**src/rtl/srl16_bank_ctrl.sv**
```systemverilog
// srl16_bank_ctrl: shares one serial load/readback path across a bank of SRLC16E cells.
// A write reloads one cell by clocking 16 bits into it MSB first; a read drives the shared
// tap address for one cycle and returns the selected cell's Q as a one-cycle response.
module srl16_bank_ctrl #(
    parameter int unsigned NUM_SRL = 4,
    parameter int unsigned IDX_W   = 2
) (
    input  logic               CLK,
    input  logic               RST,
    input  logic               WR_VALID,
    output logic               WR_READY,
    input  logic [IDX_W-1:0]   WR_IDX,
    input  logic [15:0]        WR_DATA,
    input  logic               RD_VALID,
    output logic               RD_READY,
    input  logic [IDX_W-1:0]   RD_IDX,
    input  logic [3:0]         RD_ADDR,
    output logic               RSP_VALID,
    output logic               RSP_DATA,
    output logic [NUM_SRL-1:0] SRL_CE,
    output logic               SRL_D,
    output logic [3:0]         SRL_A,
    input  logic [NUM_SRL-1:0] SRL_Q,
    output logic               BUSY
);

    typedef enum logic [1:0] {
        StIdle,
        StShift,
        StRead
    } state_e;

    state_e             state_q, state_d;
    logic [IDX_W-1:0]   idx_q, idx_d;
    logic [15:0]        data_q, data_d;
    logic [3:0]         cnt_q, cnt_d;
    logic [NUM_SRL-1:0] ce_q, ce_d;
    logic               d_q, d_d;
    logic [3:0]         a_q, a_d;
    logic               rsp_valid_q, rsp_valid_d;
    logic               rsp_data_q, rsp_data_d;
    logic               accept_wr;
    logic               accept_rd;

    // One-hot CE for a cell index; indices past the bank give all-zero so nothing shifts.
    function automatic logic [NUM_SRL-1:0] idx_onehot(input logic [IDX_W-1:0] idx);
        logic [NUM_SRL-1:0] oh;
        oh = '0;
        for (int unsigned i = 0; i < NUM_SRL; i++) begin
            if (idx == i[IDX_W-1:0]) oh[i] = 1'b1;
        end
        return oh;
    endfunction

    // Q of the indexed cell, or 0 when the index is past the bank.
    function automatic logic tap_select(input logic [IDX_W-1:0] idx,
                                        input logic [NUM_SRL-1:0] q);
        logic bit_v;
        bit_v = 1'b0;
        for (int unsigned i = 0; i < NUM_SRL; i++) begin
            if (idx == i[IDX_W-1:0]) bit_v = q[i];
        end
        return bit_v;
    endfunction

    // Handshake and status; writes take priority over a simultaneous read.
    always_comb begin
        WR_READY  = (state_q == StIdle) & ~RST;
        RD_READY  = (state_q == StIdle) & ~RST & ~WR_VALID;
        BUSY      = (state_q != StIdle) & ~RST;
        accept_wr = WR_VALID & WR_READY;
        accept_rd = RD_VALID & RD_READY;
        SRL_CE    = ce_q;
        SRL_D     = d_q;
        SRL_A     = a_q;
        RSP_VALID = rsp_valid_q;
        RSP_DATA  = rsp_data_q;
    end

    // Next-state: sequence the 16 shifts of a write, or the single sample cycle of a read.
    always_comb begin
        state_d     = state_q;
        idx_d       = idx_q;
        data_d      = data_q;
        cnt_d       = cnt_q;
        ce_d        = '0;
        d_d         = 1'b0;
        a_d         = a_q;
        rsp_valid_d = 1'b0;
        rsp_data_d  = rsp_data_q;
        unique case (state_q)
            StIdle: begin
                if (accept_wr) begin
                    state_d = StShift;
                    idx_d   = WR_IDX;
                    ce_d    = idx_onehot(WR_IDX);
                    d_d     = WR_DATA[15];
                    // data_q keeps the bits still to be sent, next one at the top.
                    data_d  = {WR_DATA[14:0], 1'b0};
                    cnt_d   = 4'd0;
                end else if (accept_rd) begin
                    state_d = StRead;
                    idx_d   = RD_IDX;
                    a_d     = RD_ADDR;
                end
            end
            StShift: begin
                cnt_d = cnt_q + 4'd1;
                if (cnt_q == 4'd15) begin
                    state_d = StIdle;
                end else begin
                    ce_d   = idx_onehot(idx_q);
                    d_d    = data_q[15];
                    data_d = {data_q[14:0], 1'b0};
                end
            end
            StRead: begin
                state_d     = StIdle;
                rsp_valid_d = 1'b1;
                rsp_data_d  = tap_select(idx_q, SRL_Q);
            end
            default: state_d = StIdle;
        endcase
    end

    // State and registered bank-side outputs, synchronous reset.
    always_ff @(posedge CLK) begin
        if (RST) begin
            state_q     <= StIdle;
            idx_q       <= '0;
            data_q      <= '0;
            cnt_q       <= '0;
            ce_q        <= '0;
            d_q         <= 1'b0;
            a_q         <= '0;
            rsp_valid_q <= 1'b0;
            rsp_data_q  <= 1'b0;
        end else begin
            state_q     <= state_d;
            idx_q       <= idx_d;
            data_q      <= data_d;
            cnt_q       <= cnt_d;
            ce_q        <= ce_d;
            d_q         <= d_d;
            a_q         <= a_d;
            rsp_valid_q <= rsp_valid_d;
            rsp_data_q  <= rsp_data_d;
        end
    end

endmodule

```
**config.mk**
```make
export PLATFORM = sky130hd
export DESIGN_NAME = srl16_bank_ctrl
export DESIGN_NICKNAME = d
export VERILOG_FILES = /design/src/rtl/srl16_bank_ctrl.sv
export SDC_FILE = /design/constraint.sdc
export NUM_CORES = 1
export LEC_CHECK = 0
export ABC_CLOCK_PERIOD_IN_PS = 1300
export BUFFER_PORTS_ARGS = -buffer_cell sky130_fd_sc_hd__buf_2
export CAP_MARGIN = 10
export CORE_MARGIN = 1.5
export CORE_UTILIZATION = 46
export DETAILED_ROUTE_END_ITERATION = 6
export PLACE_DENSITY = 0.85
export RECOVER_POWER = 25
export SLEW_MARGIN = 15
export SYNTH_ARGS = -nofsm -noshare
export SYNTH_HDL_FRONTEND = slang
export SYNTH_SLANG_ARGS = --single-unit
export TNS_END_PERCENT = 1
```
**constraint.sdc**
```tcl
create_clock -name CLK -period 1.3 [get_ports CLK]
set_input_delay 0.26 -clock CLK [delete_from_list [all_inputs] [get_ports CLK]]
set_output_delay 0.26 -clock CLK [all_outputs]
set_load 0.02 [all_outputs]
```
==> results.cfg <==
[timing]
skew_ns = 0.003424
setup_viol = 24
slew_headroom = 0.6954
fmax_ghz = 0.6649
setup_tns_ns = -2.446
fin_hold_ws_ns = 0.1937
drv_slew = 0
rsz0062_at_grt = yes
fin_crit_ns = 1.504
period_share = 1.157
tightest_slew_ns = 0.4557
hold_viol = 0
finalWorstSetupSlack_ns = -0.2040

[setup_path]
cp_max_fo = 3
endpoint_kind = output pin
timing.rr.start = state_q[0]
r2r-end = data_q[2]
endpoint = RD_READY
worstPathArrival_ns = 1.24
critPathLaunchType = flip-flop
crit_start = state_q[0]
cp.required_ns = 1.04
crit_type = reg -> out
ff2ff_path_depth = 6
rrSetupSlack_ns = -0.15

[flow_run]
drv_cap = 0

[global_routing]
grt_max_degree = 24
grt_first_pass_wirelength_mm = 6.768
grt_usage = 0.2188
grt_pass1_vias = 1434
antenna_found_initial = 0
grt_overflow = 0

[finish]
antenna_cells = 0
nets = 272
area_growth_pct = 35.62
drive_gt1_frac = 0.4748
final_cell_count_no_fill = 284
final_area_sq_um = 2296
final_common_cell = buf_2
final_cell_mix = 39 x buf_2, 33 x nand2_1, 32 x dfxtp_1

[placed_design]
dp.cells = 277
gp_congestion = 0.7707
port_buffers = 45
placement.cell_area_sq_um = 2136
place_ws_ns = -0.1753
dp_hpwl_mm = 2.775

[power]
leakage_nw = 0.9432
ir_worst_vdd_uv = 627.1
swShare = 0.2822
power.internal_mw = 1.799
power_frac_comb = 0.229
p_per_area_nw_per_um2 = 1092
p_seq_frac = 0.466
power_switching_mw = 0.7076
pwr-share-clk = 0.305

[synth]
avgSynthCellArea_sq_um = 9.619
ys_warn_count = 0
synth.area.top_cells = dfxtp_1 40%, a311oi_2 9.8%, nand2_1 7.3%
syn-instance-count = 176
synth_top_cell_by_area = dfxtp_1
ys_types = 40
synth_top_cell_area_share = 0.4021
ys_ff_latch = 34
synth_nets = 209
netlist_area_sq_um = 1693
synth_seq_area_share = 0.4021

[clock_tree]
cts.path.max_buffers = 2
tritoncts = built
clock_latency_ns = 0.29
cts.sinks = 34
root_buffer = clkbuf_8
clk_pin_slew_ns = 0.06
cts-hold-fix-buffers = 0
cts_buffers = 5
htreeDepth = 2

[drt]
route.detailed.drc = 0
drt_iter0_markers = 127
vias = 1556
wl_mm = 4.179
ant_nets = 0
drtPass1Iterations = 4
wl_per_cell_microns = 14.71
via_per_inst = 5.479

[run_status]
status = complete, but fails checks
violations = setup timing

[die]
initial_utilization = 0.4918
die_w_microns = 63.67
ios = 46
fp.dieH_microns = 63.67
rows = 21
die-area_sq_um = 4053
coreArea_sq_um = 3442

[worst_hold_path]
worstHoldPathType = in -> reg
[what timing repair did]
item | 4_1_cts | 5_1_grt
pin swaps | 12 | 3
endpoints found under the setup margin | 24 | 32
buffers inserted | 2 | 0
resized for setup | 21 | 6
[state kept, by name (all words and copies together) (netlist names)]
signal     flops
RSP_DATA       1
SRL_CE         4
RSP_VALID      1
idx_q          2
data_q        15
state_q        2
SRL_D          1
SRL_A          4
cnt_q          4
[cell usage after synthesis, drive strengths merged]
cell type,number
o221a,2
a21o,1
nor2b,4
and2b,2
o32ai,2
nand3b,1
mux2i,2
a22oi,1
clkinv,1
and3,1
buf,12
ha,1
inv,5
a2111oi,1
nand3,7
dfxtp,34
a211oi,14
a31oi,2
nand2b,3
or3,1
o21bai,1
a31o,1
nor2,9
mux4,1
nor3b,1
a311oi,14
a32oi,1
nor3,1
a21oi,5
clkbuf,2
o21ai,8
nor4b,1
nand2,34
[power by group through the flow]
stage,Sequential (mW),Combinational (mW),Clock [mW]
2_1_floorplan,1.19,0.352,0
3_3_place_gp,1.18,0.507,0
3_5_place_dp,1.19,0.525,0
4_1_cts,1.16,0.565,0.772
5_1_grt,1.17,0.616,0.820
6_report,1.17,0.573,0.766
[worst min-delay path by stage]
stage	from	end	cells past startpoint
2_1_floorplan	WR_IDX[0]	SRL_CE[0]	1
3_3_place_gp	SRL_A[3]	SRL_A[3]	2
3_5_place_dp	SRL_A[0]	SRL_A[0]	2
4_1_cts	WR_IDX[0]	SRL_CE[0]	2
5_1_grt	WR_IDX[0]	SRL_CE[0]	2
6_report	WR_IDX[0]	SRL_CE[0]	2
[cell type report]
class                   instances  area [sq um]
repair buffers                 70         469.2
multi-input cells             122         968.4
flip-flops and latches         34         683.2
fillers                       277          1146
well taps                      46         57.56
inverters                       6         35.03
clock buffers                   6         82.58
[layer usage]
metal	track usage	vias up	wire length, microns
met2	0.3421	60	2012
met5	0	-	0
li1	-	765	-
met1	0.2778	722	1837
met4	0.1304	0	96
met3	0.04286	9	232
[through the flow]
| stage | utilization | power [mW] |
|---|---|---|
| floorplan | - | 1.547 |
| global placement | 0.6205 | 1.691 |
| detailed placement | 0.6205 | 1.711 |
| CTS | 0.6641 | 2.501 |
| global route | 0.6670 | 2.611 |
| finish | 0.6670 | 2.507 |
[kinds of logic (layout without fill, tap and decap cells)]
| logic type | count (synthesis) | count (layout) | share of synthesized area |
|---|---|---|---|
| compound gates | 53 | 53 | 0.2779 |
| flops | 34 | 34 | 0.4021 |
| fa+ha+maj | 1 | 1 | 0.007390 |
| simple gates | 65 | 65 | 0.2040 |
| mux | 3 | 3 | 0.02513 |
| buf+inv | 20 | 82 | 0.08353 |
[worst max-delay path, stage by stage (launching register included)]
cell and delay (ns):
dfxtp_2 0.32, or3_4 0.42, nor2_4 0.10, buf_6 0.12
Note: power is estimated with default switching activity, not from simulation.
